$ cat config.mk
export PLATFORM = sky130hd
export DESIGN_NAME = planar_fetch_ctrl
export DESIGN_NICKNAME = d
export VERILOG_FILES = /design/src/rtl/planar_fetch_pkg.sv /design/src/rtl/fetch_addr_cnt.sv /design/src/rtl/planar_fetch_ctrl.sv
export SDC_FILE = /design/constraint.sdc
export NUM_CORES = 1
export LEC_CHECK = 0
export CORE_UTILIZATION = 40
export CTS_CLUSTER_SIZE = 10
export DETAILED_ROUTE_END_ITERATION = 10
export GPL_TIMING_DRIVEN = 0
export PLACE_DENSITY = 0.79
export SETUP_SLACK_MARGIN = 0.4
export SYNTH_ARGS = -nofsm -noshare
export SYNTH_HDL_FRONTEND = slang
export SYNTH_SLANG_ARGS = --single-unit
$ cat constraint.sdc
create_clock -name CLK -period 2.3 [get_ports CLK]
set_input_delay 0.345 -clock CLK [delete_from_list [all_inputs] [get_ports CLK]]
set_output_delay 0.345 -clock CLK [all_outputs]
set_load 0.05 [all_outputs]
$ cat src/rtl/planar_fetch_pkg.sv
// Shared definitions for the planar reference-sample fetch controller:
// FSM states, PU size codes and the PU-to-edge-length decode.
package planar_fetch_pkg;

    localparam int unsigned IDX_W = 7;

    localparam logic [2:0] PU_4  = 3'd0;
    localparam logic [2:0] PU_8  = 3'd1;
    localparam logic [2:0] PU_16 = 3'd2;
    localparam logic [2:0] PU_32 = 3'd3;

    typedef enum logic [2:0] {
        ST_IDLE,
        ST_TOP,
        ST_TR,
        ST_LEFT,
        ST_BL,
        ST_DRAIN,
        ST_FIN
    } state_t;

    // Codes above PU_32 are reserved and decode as the largest PU.
    function automatic logic [IDX_W-1:0] pu_to_n(input logic [2:0] pu);
        case (pu)
            PU_4:    return 7'd4;
            PU_8:    return 7'd8;
            PU_16:   return 7'd16;
            default: return 7'd32;
        endcase
    endfunction

endpackage

$ cat src/rtl/fetch_addr_cnt.sv
// Address/offset counter for one edge run; tc flags the last offset of the run.
module fetch_addr_cnt
    import planar_fetch_pkg::*;
(
    input  logic             CLK,
    input  logic             RST,
    input  logic             load,
    input  logic [7:0]       load_addr,
    input  logic             en,
    input  logic [IDX_W-1:0] last,
    output logic [7:0]       addr,
    output logic [IDX_W-1:0] cnt,
    output logic             tc
);

    always_ff @(posedge CLK or posedge RST) begin
        if (RST) begin
            addr <= '0;
            cnt  <= '0;
        end else if (load) begin
            addr <= load_addr;
            cnt  <= '0;
        end else if (en) begin
            addr <= addr + 8'd1;
            cnt  <= cnt + 1'b1;
        end
    end

    assign tc = (cnt == last);

endmodule

$ cat src/rtl/planar_fetch_ctrl.sv
// Fetches the 2N+2 planar reference samples of one PU (top row, top-right,
// left column, bottom-left) through the shared neighbour RAM, one read per grant.
module planar_fetch_ctrl
    import planar_fetch_pkg::*;
#(
    parameter int N_MAX = 32
) (
    input  logic             CLK,
    input  logic             RST,
    input  logic             START,
    input  logic [2:0]       PU,
    input  logic [5:0]       X,
    input  logic [5:0]       Y,
    input  logic [7:0]       TOP_RIGHT,
    input  logic [7:0]       BOTTOM_LEFT,
    input  logic             RAM_GNT,
    input  logic [7:0]       RAM_RDATA,
    output logic             RAM_REQ,
    output logic [7:0]       ADDRESS_RAM,
    output logic             EN_TOP,
    output logic             EN_LEFT,
    output logic             SAMPLE_VALID,
    output logic [7:0]       SAMPLE_DATA,
    output logic [IDX_W-1:0] SAMPLE_IDX,
    output logic             BUSY,
    output logic             DONE
);

    localparam logic [IDX_W-1:0] N_LIM = IDX_W'(N_MAX);

    state_t           state, state_nx;
    logic [IDX_W-1:0] n_q, n_sel;
    logic [7:0]       y_q, tr_q, bl_q;
    logic             accept, issue;
    logic             cnt_load, cnt_en, cnt_tc;
    logic [7:0]       cnt_load_addr, cnt_addr;
    logic [IDX_W-1:0] cnt_val, idx_nx;
    logic             samp_valid_q;
    logic [IDX_W-1:0] samp_idx_q;

    fetch_addr_cnt u_cnt (
        .CLK       (CLK),
        .RST       (RST),
        .load      (cnt_load),
        .load_addr (cnt_load_addr),
        .en        (cnt_en),
        .last      (n_q - 1'b1),
        .addr      (cnt_addr),
        .cnt       (cnt_val),
        .tc        (cnt_tc)
    );

    always_comb begin
        n_sel = pu_to_n(PU);
        if (n_sel > N_LIM) n_sel = N_LIM;
    end

    always_comb begin
        state_nx      = state;
        accept        = 1'b0;
        issue         = 1'b0;
        cnt_load      = 1'b0;
        cnt_load_addr = '0;
        cnt_en        = 1'b0;
        idx_nx        = '0;
        RAM_REQ       = 1'b0;
        ADDRESS_RAM   = '0;
        EN_TOP        = 1'b0;
        EN_LEFT       = 1'b0;
        case (state)
            ST_IDLE: begin
                if (START) begin
                    accept        = 1'b1;
                    cnt_load      = 1'b1;
                    cnt_load_addr = {2'b00, X};
                    state_nx      = ST_TOP;
                end
            end
            ST_TOP: begin
                RAM_REQ     = 1'b1;
                ADDRESS_RAM = cnt_addr;
                if (RAM_GNT) begin
                    issue  = 1'b1;
                    EN_TOP = 1'b1;
                    cnt_en = 1'b1;
                    idx_nx = cnt_val;
                    if (cnt_tc) state_nx = ST_TR;
                end
            end
            ST_TR: begin
                RAM_REQ     = 1'b1;
                ADDRESS_RAM = tr_q;
                if (RAM_GNT) begin
                    issue         = 1'b1;
                    EN_TOP        = 1'b1;
                    idx_nx        = n_q;
                    cnt_load      = 1'b1;
                    cnt_load_addr = y_q;
                    state_nx      = ST_LEFT;
                end
            end
            ST_LEFT: begin
                RAM_REQ     = 1'b1;
                ADDRESS_RAM = cnt_addr;
                if (RAM_GNT) begin
                    issue   = 1'b1;
                    EN_LEFT = 1'b1;
                    cnt_en  = 1'b1;
                    idx_nx  = n_q + 1'b1 + cnt_val;
                    if (cnt_tc) state_nx = ST_BL;
                end
            end
            ST_BL: begin
                RAM_REQ     = 1'b1;
                ADDRESS_RAM = bl_q;
                if (RAM_GNT) begin
                    issue    = 1'b1;
                    EN_LEFT  = 1'b1;
                    idx_nx   = {n_q[IDX_W-2:0], 1'b1};
                    state_nx = ST_DRAIN;
                end
            end
            // The bottom-left sample returns in this cycle, so drain is one cycle.
            ST_DRAIN: state_nx = ST_FIN;
            ST_FIN:   state_nx = ST_IDLE;
            default:  state_nx = ST_IDLE;
        endcase
    end

    always_ff @(posedge CLK or posedge RST) begin
        if (RST) begin
            state        <= ST_IDLE;
            n_q          <= '0;
            y_q          <= '0;
            tr_q         <= '0;
            bl_q         <= '0;
            samp_valid_q <= 1'b0;
            samp_idx_q   <= '0;
        end else begin
            state        <= state_nx;
            samp_valid_q <= issue;
            samp_idx_q   <= issue ? idx_nx : '0;
            if (accept) begin
                n_q  <= n_sel;
                y_q  <= {2'b00, Y};
                tr_q <= TOP_RIGHT;
                bl_q <= BOTTOM_LEFT;
            end
        end
    end

    assign SAMPLE_VALID = samp_valid_q;
    assign SAMPLE_DATA  = samp_valid_q ? RAM_RDATA : '0;
    assign SAMPLE_IDX   = samp_idx_q;
    assign BUSY         = (state != ST_IDLE);
    assign DONE         = (state == ST_FIN);

endmodule
## After elaboration in Yosys (flattened, before gate mapping)

Cells that the tools add are included.
Widths: inputs -> output; s select.

| operators by class | value |
|---|---|
| mux-type cells | 34 |
| bitwise operators | 0 |
| reductions and logical operators | 9 |
| multipliers | 0 |
| shift operators | 0 |
| divide/modulo/power cells | 0 |
| equality and inequality tests | 16 |
| add/sub/neg operators | 5 |
| order comparisons | 1 |

Operator list:

| cell | count |
|---|---|
| $mux 7 | 8 |
| $pmux 7 s4 | 1 |
| $mux 8 | 3 |
| $pmux 8 s3 | 1 |
| $mux 3 | 7 |
| $pmux 3 s6 | 1 |
| $pmux 6 s3 | 1 |
| $add 7x1->7 const B | 2 |
| $ne 2x2->1 const B | 7 |
| $mux 6 | 2 |
| $pmux 6 s2 | 1 |
| $eq 3x2->1 const B | 3 |
| $eq 3x3->1 const B | 3 |
| $add 8x1->8 const B | 1 |
| $mux 1 | 8 |
| $add 7x7->7 | 1 |
| $eq 7x7->1 | 1 |
| $gt 7x6->1 const B | 1 |
| $reduce_and 7->1 | 1 |
| $sub 7x1->7 const B | 1 |
| $eq 3x1->1 const B | 2 |
| $logic_not 3->1 | 2 |
| $reduce_or 2->1 | 3 |
| $reduce_or 4->1 | 1 |
| other kinds (3) | 3 |

| word-level totals | value |
|---|---|
| latch bits | 0 |
| flip-flop bits (word level) | 55 |
| memories kept | 0 |
| word-level logic and storage cells | 74 |
| bits in writable memories | 0 |
| output and inout port bits | 29 |
| bits in read-only memories | 0 |

## Logic depth before layout (Yosys ltp)

Gate-level depths: netlist of the first run.

| depth | value |
|---|---|
| depth in word-level cells | 5 |
| gate-level depth with buffers | 7 |
| depth with buffers taken out | 7 |

## By module

A second synthesis of the first run with hierarchy kept.

| second synthesis, totals | value |
|---|---|
| cells, all modules | 353 |
| area, all modules | 3059.2 µm² |

Modules (own cells, without submodules):

| module | cells each | seq. area each (µm²) | area each (µm²) | instances |
|---|---|---|---|---|
| planar_fetch_ctrl | 265 | 925.9 | 2202.1 | 1 |
| fetch_addr_cnt | 88 | 375.4 | 857.1 | 1 |

## Least setup slack after synthesis of the first run

Ideal clock, no wire load.

| path | value |
|---|---|
| kind | reg2out |
| start | register state[0] |
| end | output port ADDRESS_RAM[2] |
| data required time | 1955 ps |
| arrival | 2069 ps |
| slack | -114 ps |
| cell stages (with the launch flop) | 6 |
| path through | dfrtp_1 > buf_2 > nor2b_1 > buf_2 > a22oi_1 > o21ai_0 |

| between the ends | value |
|---|---|
| longest elaborated chain between the ends | 3 |
| elaborated cells on any way between the ends | 6 |

RTL lines:

| element | line | text |
|---|---|---|
| start, declared | planar_fetch_ctrl.sv:31 | `state_t state, state_nx;` |
| start signal, assigned | planar_fetch_ctrl.sv:140 | `state <= state_nx;` |
| $eq 3x2->1 or $eq 3x1->1 (tied branches) | planar_fetch_ctrl.sv:70 | `case (state)` |
| $reduce_or 2->1 (no source line) | -- |  |
| $pmux 8 s3 * | planar_fetch_ctrl.sv:70 |  |
| end, declared | planar_fetch_ctrl.sv:19 | `output logic [7:0] ADDRESS_RAM,` |

Every way passes the cells marked *; elsewhere a longest branch is shown, timed or not.

## Final worst setup path of the first run

Ends and elaborated chain as after synthesis.

==> results.ini, run 1 <==
[timing]
period_needed_ns = 2.09
slew_violations = 0
hold_violations = 0
worst_slack_ns = 0.207
worstMarginPinSlew_ns = 0.511
final-setup-viol-count = 0
fin_skew_ns = 0.00916
fmaxAchievable_mhz = 478
maxSlewHeadroom_pct = 65.9
period_share_pct = 91.0
rsz0062_at_grt = yes

[detailed_routing]
wirelength_um = 7760
vias = 2578
post_drt_wl_per_cell_um = 16.0
vias_per_cell = 5.32
route.detailed.drc = 0
first_pass_iters = 5
drtAntennaViolNets = 0
drt-initial-drc-count = 181

[worst_hold_path]
hold_class = primary input to async pin

[floorplan]
core_sq_mm = 0.00691
initial_core_util_pct = 42.2
fp.dieW_um = 87.4
die_h_um = 87.4
placementRows = 30
dieArea_sq_mm = 0.00764
boundaryPins = 72

[critical_path]
crit_type = register to primary output
cp_max_fo = 5
worstPathArrival_ns = 1.75
cp.required_ns = 1.96
ff2ff_setup_slack_ns = 0.45
startpoint_type = register
end_kind = primary output

[yosys]
synth.most_common_cell = dfrtp_1
avgSynthCellArea_sq_um = 9.89
synth-main-ff-cell = dfrtp_1
synthTopCellsByArea = dfrtp_1, mux2_2, a22oi_1
synth_top_cell_by_area = dfrtp_1
synth_seq_cells = 52
synth_edf_count = 0
ys_warn_count = 0
synth.top_cell.area_share_pct = 44.6
yosysSeqAreaShare_pct = 44.6
syn_nets = 345
syn_inst = 295
ys_top_cells_by_count = dfrtp_1, nand2_1, mux2_2
syn_area_sq_mm = 0.00292
synthDistinctLibCells = 51
async_flop_share_pct = 100

[pwr]
p_total_mw = 5.14
vdd_drop_max_mv = 0.397
powerDensity_mw_per_mm2 = 1240
p_leak_nw = 1.77

[cts]
ctsHtreeMaxLevel = 2
clkLatencyLatePin_ns = 0.32
cts_buffer_depth = 2
cts_made_buffers = 5
clkSinkCount = 52
cts_tree = yes
cts-root-buf = clkbuf_8
clk_pin_slew_ns = 0.10

[final_layout]
nFillCells = 598
drive_above_1_share_pct = 27.0
area_delta_synth_final_pct = 41.9
final_nets = 438
design_area_sq_mm = 0.00414
final_util_pct = 60.0
antennaDiodeCount = 0

[placed_design]
globalplace.congestion = 0.853
post-place-ws_ns = -0.407
dpl-instance-area_sq_mm = 0.00380
io_buffer_count = 71
place_hpwl_um = 5530

[run]
maxCapViolCount = 0

[global_route]
grt_util_all_layers_pct = 20.7
grt_pass1_wl_um = 12000
antenna_found_initial = 0
grt_pass1_vias = 2446
overflow = 0
grt_max_degree = 42

[outcome]
status = complete, no violations

## metal layers
layer	global-route usage, %	part of all wire, %
met1	26.9	43
met2	34.7	49
met3	3.41	6.1
met4	7.60	1.7
met5	0	0
## path summary, 6_finish.rpt
path	start	end	cells past startpoint
max in group asynchronous	RST	state[1]	3
max reg2reg	state[0]	bl_q[2]	7
min in group CLK	y_q[0]	u_cnt.addr[0]	2
max	state[0]	ADDRESS_RAM[2]	7
min reg2reg	y_q[0]	u_cnt.addr[0]	2
min	RST	SAMPLE_IDX[2]	2
## power breakdown
group          switching [mW]  internal [mW]  total [mW]  leakage, nW
Combinational            1.64           1.27        2.91         1.09
Sequential              0.364           1.31        1.68        0.636
Clock                   0.332          0.219       0.551       0.0485
Total                    2.33           2.80        5.14         1.77
## worst max-delay path: stages, from the launching register on
cell and delay, ns:
dfrtp_1 0.41, buf_6 0.14, buf_8 0.12, nor3b_4 0.27
buf_6 0.17, nand2_1 0.05, o21ai_1 0.09, buf_6 0.18
## per-stage QoR
stage / hold slack [ns] / std cells / TNS, ns
6_report: 0.290 / 485 / 0
4_1_cts: 0.292 / 478 / 0
5_1_grt: 0.297 / 485 / 0
3_5_place_dp: 0.494 / 463 / -3.90
2_1_floorplan: 0.469 / 295 / 0
3_3_place_gp: 0.486 / 462 / -17.15
## kinds of logic after synthesis
kind of cell | synth area share (%)
AO/OA/AOI/OAI | 16.7
XOR/XNOR | 5.40
adder cells (fa/ha/maj) | 3.00
buffers and inverters | 4.24
flip-flops | 44.6
multiplexers | 9.56
AND/OR/NAND/NOR | 16.5
## state kept, by name, summed over array words and instances (netlist names), 3 cells and up
name and count:
u_cnt.cnt 7, tr_q 8, y_q 6, n_q 4
SAMPLE_IDX 7, u_cnt.addr 8, bl_q 8, state 3
## cell type report
type / instances / area [sq um] / area share (%)
multi-input cells: 217 / 1600 / 38.6
flip-flops and latches: 52 / 1300 / 31.5
repair buffers: 86 / 861 / 20.8
plain buffers: 16 / 123 / 2.96
well taps: 96 / 120 / 2.90
clock buffers: 5 / 68.8 / 1.66
inverters: 10 / 43.8 / 1.06
clock inverters: 3 / 22.5 / 0.544
## repair_timing
| action | in CTS | in global routing |
|---|---|---|
| pin swaps | 9 | 2 |
| gates resized for setup | 126 | 19 |
| buffers inserted | 5 | 7 |
| endpoints found under the setup margin | 22 | 36 |
| cloned | 2 | 0 |
| hold buffers | 0 | 0 |
## layout by cell type, fill, tap and decap left out, drive strengths merged, types with 2 or more instances in the layout
cell type      synthesis  final
and2                   9      9
nand2                 31     31
ha                     7      7
a21oi                 13     13
nor2b                  5      5
mux2                  23     23
dfrtp                 52     52
a22oi                 17     17
buf                   12     39
a31o                   2      2
a2bb2oi                2      2
nand3b                 2      2
mux2i                  2      2
nor3                   5      5
clkdlybuf4s50          0     48
o211ai                 3      3
a31oi                  2      2
nor3b                  2      2
a211oi                 2      2
xor2                   9      9
nor2                  20     20
dlygate4sd2            0     10
nand3                  5      5
inv                    9     10
o21a                   3      3
nand4                  5      5
xnor2                  9      9
o21ai                 18     18
a32oi                  2      2
clkbuf                 4     10
o22ai                  2      2
clkinv                 1      2
and3                   4      4
(Power assumes the default switching activity.)
==> inputs of run 2 (changes only) <==
--- a/config.mk
+++ b/config.mk
@@ -5,11 +5,12 @@
 export SDC_FILE = /design/constraint.sdc
 export NUM_CORES = 1
 export LEC_CHECK = 0
-export CORE_UTILIZATION = 40
+export CORE_UTILIZATION = 50
+export CTS_CLUSTER_DIAMETER = 80
 export CTS_CLUSTER_SIZE = 10
 export DETAILED_ROUTE_END_ITERATION = 10
 export GPL_TIMING_DRIVEN = 0
-export PLACE_DENSITY = 0.79
+export PLACE_DENSITY = 0.93
 export SETUP_SLACK_MARGIN = 0.4
 export SYNTH_ARGS = -nofsm -noshare
 export SYNTH_HDL_FRONTEND = slang
==> run 2 against run 1 <==
Compared with the run above:
- global-route usage rose by 6.5 points
- via count increased by 7.8%
- clock skew rose by 0.0029 ns
- wire length increased by 6.2%
- critical endpoint is now EN_LEFT
- maximum frequency shrank 0.48%
- total power grew 0.61%
- largest power group unchanged
- final area decreased by 1.9%
- critical path depth shrank 2
- first-iteration DRC count grew 24%
==> results.ini, run 2 (same netlist as run 1, synthesis figures left out) <==
[final_layout]
antennaDiodeCount = 0  ; unchanged
nFillCells = 381  ; -36%
final_cell_mix = dfrtp_1, clkdlybuf4s50_1, nand2_1, mux2_2, nor2_1
drive_above_1_share_pct = 26.8  ; -0.24 points
final_nets = 434  ; -0.91%
layout.cells.most_common = dfrtp_1
area_delta_synth_final_pct = 39.2
final_util_pct = 72.9  ; +13 points
reg_top3 = bl_q x8, tr_q x8, u_cnt.addr x8

[critical_path]
crit_chain = buf_6, nor2b_1, and2_2, o21a_4, buf_8
worst_path_max_delay_cell = dfrtp_1
cp.required_ns = 1.96  ; about the same
end_kind = primary output
cp_max_fo = 10  ; +5
cp.buffers_inverters = 2  ; -2
ff2ff_setup_slack_ns = 0.47  ; +0.02 ns
startpoint_type = register
path_delay_family = simple AND/OR/NAND/NOR gates
worstPathArrival_ns = 1.76  ; about the same
critical_path.max_stage_delay_ns = 0.43  ; +0.02 ns
crit_type = register to primary output

[global_route]
overflow = 0  ; unchanged
grt_pass1_vias = 2687  ; +9.9%
antenna_found_initial = 0  ; unchanged
grt_util_all_layers_pct = 27.2  ; +6.5 points
grt_max_degree = 41  ; -2.4%
grt_pass1_wl_um = 12900  ; +7.3%

[pwr]
p_leak_nw = 1.75  ; -1.3%
p_total_mw = 5.17  ; +0.61%
powerDensity_mw_per_mm2 = 1270  ; +2.6%
vdd_drop_max_mv = 0.794  ; +100%

[timing]
period_share_pct = 91.4  ; +0.44 points
final-setup-viol-count = 0  ; unchanged
maxSlewHeadroom_pct = 64.7  ; -1.1 points
worstMarginPinSlew_ns = 0.527  ; +0.0167 ns
whs_ns = 0.289  ; -0.000803 ns
slew_violations = 0  ; unchanged
rsz0062_at_grt = yes
fin_skew_ns = 0.0120  ; +0.00288 ns
hold_violations = 0  ; unchanged
fmaxAchievable_mhz = 476  ; -0.48%
period_needed_ns = 2.10  ; +0.0101 ns

[floorplan]
boundaryPins = 72  ; unchanged
core_sq_mm = 0.00557  ; -19%
initial_core_util_pct = 52.3  ; +10 points
fp.dieW_um = 78.4  ; -10%
dieArea_sq_mm = 0.00614  ; -20%
placementRows = 27  ; -10%
die_h_um = 78.4  ; -10%

[detailed_routing]
vias_per_cell = 6.08  ; +14%
route.detailed.drc = 0  ; unchanged
post_drt_wl_per_cell_um = 18.0  ; +13%
drtAntennaViolNets = 0  ; unchanged
drt-initial-drc-count = 225  ; +24%
first_pass_iters = 5  ; unchanged
vias = 2778  ; +7.8%
wirelength_um = 8240  ; +6.2%

[cts]
cts_tree = yes
ctsHtreeMaxLevel = 2  ; unchanged
cts-root-buf = clkbuf_8
clkSinkCount = 52  ; unchanged
cts_buffer_depth = 2  ; unchanged
clkLatencyLatePin_ns = 0.32  ; about the same
cts_made_buffers = 5  ; unchanged
clk_pin_slew_ns = 0.10  ; about the same

[placed_design]
globalplace.congestion = 0.924  ; +8.3%
io_buffer_count = 71  ; unchanged
place_hpwl_um = 5460  ; -1.3%

[worst_hold_path]
hold_class = primary input to async pin

[outcome]
status = complete, no violations

[run]
maxCapViolCount = 0  ; unchanged

[run 2: final cells by class]
type	instances	area [sq um]	area share, %
sequential	52	1300	32.1
inverter	10	41.3	1.02
multi-input combinational	217	1610	39.5
clock inverter	2	16.3	0.400
clock buffer	6	72.6	1.79
tap	72	90.1	2.22
buffer	16	123	3.02
timing repair buffer	82	811	20.0
[run 2: metal layers]
layer	track usage [%]	routed length [um]	vias up
met4	10.4	262	0
met2	46.8	4080	169
li1	-	-	1230
met1	33.6	3240	1346
met5	0	0	-
met3	5.58	665	33
[run 2: power breakdown]
group	internal (mW)	total (mW)	switching, mW
sequential	1.31	1.71	0.402
combinational	1.25	2.92	1.68
clock	0.217	0.535	0.318
[run 2: repair_timing]
item,CTS,global route
hold buffers,0,0
cloned,1,1
setup buffers,5,3
setup endpoints to repair,22,17
pin swaps,8,2
gates resized for setup,130,14
[run 2: per-stage QoR]
| step | setup TNS [ns] | setup slack, ns | cell area [sq um] | std cells |
|---|---|---|---|---|
| 2_1_floorplan | 0 | 0.256 | 2950 | 295 |
| 3_3_place_gp | -14.52 | -0.356 | 3750 | 438 |
| 3_5_place_dp | -3.67 | -0.380 | 3770 | 439 |
| 4_1_cts | 0 | 0.249 | 3990 | 453 |
| 5_1_grt | 0 | 0.165 | 4060 | 457 |
| 6_report | 0 | 0.197 | 4060 | 457 |
[run 2: worst paths after layout]
path	start	end	cells past startpoint
setup / recovery	state[2]	EN_LEFT	5
setup reg to reg	u_cnt.cnt[0]	state[1]	6
hold reg to reg	y_q[0]	u_cnt.addr[0]	2
max in group asynchronous	RST	state[1]	3
min in group CLK	y_q[0]	u_cnt.addr[0]	2
hold / removal	RST	SAMPLE_IDX[2]	2
==> inputs of run 3 (changes only) <==
--- a/config.mk
+++ b/config.mk
@@ -6,7 +6,7 @@
 export NUM_CORES = 1
 export LEC_CHECK = 0
 export CORE_UTILIZATION = 50
-export CTS_CLUSTER_DIAMETER = 80
+export CTS_CLUSTER_DIAMETER = 60
 export CTS_CLUSTER_SIZE = 10
 export DETAILED_ROUTE_END_ITERATION = 10
 export GPL_TIMING_DRIVEN = 0
==> constraint.sdc (replaced) <==
create_clock -name CLK -period 2.4 [get_ports CLK]
set_input_delay 0.36 -clock CLK [delete_from_list [all_inputs] [get_ports CLK]]
set_output_delay 0.36 -clock CLK [all_outputs]
set_load 0.05 [all_outputs]
==> run 3 against run 2 <==
Compared with the run above:
- register-to-register slack improved by 0.05 ns
- setup slack improved by 0.12 ns
- core utilization decreased by 0.97 points
- critical endpoint is now ADDRESS_RAM[2]
==> results.ini, run 3 (same netlist as run 1, synthesis figures left out) <==
[pwr]
p_leak_nw = 1.75  ; -0.14%
vdd_drop_max_mv = 0.899  ; +13%
p_sw_share_pct = 46.3  ; about the same
powerDensity_mw_per_mm2 = 1220  ; -4.0%
p_seq_share_pct = 33.5  ; +0.4 points
switching_power_mw = 2.27  ; -5.3%
intPower_mw = 2.63  ; -5.3%
pwr-share-clk_pct = 10.6  ; +0.3 points
combPwrFrac_pct = 55.9  ; -0.6 points
p_total_mw = 4.89  ; -5.3%

[floorplan]
dieArea_sq_mm = 0.00614  ; unchanged
core_sq_mm = 0.00557  ; unchanged
initial_core_util_pct = 52.3  ; unchanged
placementRows = 27  ; unchanged
boundaryPins = 72  ; unchanged
fp.dieW_um = 78.4  ; unchanged
die_h_um = 78.4  ; unchanged

[worst_hold_path]
hold_class = primary input to async pin

[global_route]
overflow = 0  ; unchanged
antenna_found_initial = 0  ; unchanged
grt_max_degree = 30  ; -27%
grt_pass1_vias = 2657  ; -1.1%
grt_pass1_wl_um = 12500  ; -2.9%
grt_util_all_layers_pct = 26.4  ; -0.77 points

[timing]
worst_slack_ns = 0.312  ; +0.115 ns
rsz0062_at_grt = yes
hold_violations = 0  ; unchanged
maxSlewHeadroom_pct = 65.1  ; +0.35 points
slew_violations = 0  ; unchanged
worstMarginPinSlew_ns = 0.523  ; -0.00441 ns
fmaxAchievable_mhz = 479
final-setup-viol-count = 0  ; unchanged
fin_skew_ns = 0.0106  ; -0.00140 ns
whs_ns = 0.391  ; +0.101 ns
period_share_pct = 87.0
period_needed_ns = 2.09
tns_ns = 0  ; unchanged

[final_layout]
final_cell_mix = dfrtp_1, clkdlybuf4s50_1, nand2_1, mux2_2, nor2_1
antennaDiodeCount = 0  ; unchanged
drive_above_1_share_pct = 25.4  ; -1.4 points
design_area_sq_mm = 0.00401  ; -1.3%
final_nets = 431  ; -0.69%
final_util_pct = 71.9  ; -0.97 points
reg_top3 = bl_q x8, tr_q x8, u_cnt.addr x8
layout.cells.most_common = dfrtp_1
area_delta_synth_final_pct = 37.4
layout.cells.non_filler = 454  ; -0.66%

[cts]
ctsHtreeMaxLevel = 2  ; unchanged
clkLatencyLatePin_ns = 0.32  ; about the same
hold_buffers = 0  ; unchanged
cts-root-buf = clkbuf_8
clk_pin_slew_ns = 0.10  ; about the same
cts_tree = yes
cts_buffer_depth = 2  ; unchanged
clkSinkCount = 52  ; unchanged
cts_made_buffers = 5  ; unchanged

[critical_path]
cp_common_cell = buf_6
path_delay_family = buffers and inverters
crit_type = register to primary output
critical_path.max_stage_delay_ns = 0.41  ; -0.02 ns
cp.required_ns = 2.04  ; +0.08 ns
worstPathArrival_ns = 1.73  ; -0.03 ns
cp.buffers_inverters = 4  ; +2
end_kind = primary output
cp_max_fo = 6  ; -4
startpoint_type = register
crit_chain = buf_6, buf_8, nor3b_4, buf_6, nand2_2, o21ai_2, buf_6
worst_path_max_delay_cell = dfrtp_1

[detailed_routing]
wirelength_um = 7880  ; -4.4%
vias_per_cell = 5.96  ; -1.9%
route.detailed.drc = 0  ; unchanged
post_drt_wl_per_cell_um = 17.4  ; -3.8%
drt-initial-drc-count = 189  ; -16%
first_pass_iters = 5  ; unchanged
drtAntennaViolNets = 0  ; unchanged
vias = 2708  ; -2.5%

[placed_design]
globalplace.congestion = 0.906  ; -1.9%
io_buffer_count = 71  ; unchanged
post-place-ws_ns = -0.316  ; +0.0647 ns
placed_cells = 439  ; unchanged
place_hpwl_um = 5500  ; +0.69%
dpl-instance-area_sq_mm = 0.00376  ; about the same

[run]
maxCapViolCount = 0  ; unchanged

[outcome]
status = complete, no violations

==> run 3: power by group through the flow <==
stage          Clock [mW]  Sequential (mW)  Combinational (mW)
3_5_place_dp            0             1.60                2.57
3_3_place_gp            0             1.56                2.48
2_1_floorplan           0             1.64                1.77
6_report            0.517             1.64                2.74
4_1_cts             0.511             1.60                2.67
5_1_grt             0.552             1.67                2.92
==> run 3: layout make-up <==
| class | count | area, sq um |
|---|---|---|
| multi-input cells | 217 | 1590 |
| flip-flops and latches | 52 | 1300 |
| clock buffers | 6 | 72.6 |
| well taps | 72 | 90.1 |
| repair buffers | 79 | 783 |
| clock inverters | 2 | 16.3 |
| plain buffers | 16 | 116 |
| fillers | 390 | 1570 |
| inverters | 10 | 41.3 |
==> run 3: what timing repair did <==
item                                    4_1_cts  5_1_grt
setup buffers                                 4        1
gates resized for setup                     119       11
endpoints found under the setup margin       21       15
pin swaps                                     9        1
cloned                                        2        0
==> run 3: worst paths after layout <==
| check | to | start | cells past startpoint | slack, ns |
|---|---|---|---|---|
| worst max-delay path | ADDRESS_RAM[2] | state[0] | 7 | 0.31 |
| worst min-delay path | bl_q[0] | RST | 2 | 0.39 |
| worst max register to register | tr_q[3] | state[0] | 5 | 0.52 |
| worst min register to register | y_q[4] | y_q[4] | 1 | 0.52 |
| max in group asynchronous | n_q[2] | RST | 3 | 1.46 |
| min in group CLK | y_q[4] | y_q[4] | 1 | 0.52 |
==> run 3: layer usage <==
layer  global-route usage (%)  routed length [um]
met5                        0                   0
met4                     8.89                 138
met3                     5.12                 644
met2                     44.9                3880
met1                     33.8                3210
==> run 3: worst reg2reg max path, cell delays in order (launching register included) <==
cell	delay, ns
dfrtp_1	0.41
buf_6	0.15
buf_4	0.15
nor3_4	0.40
buf_4	0.30
mux2_2	0.37
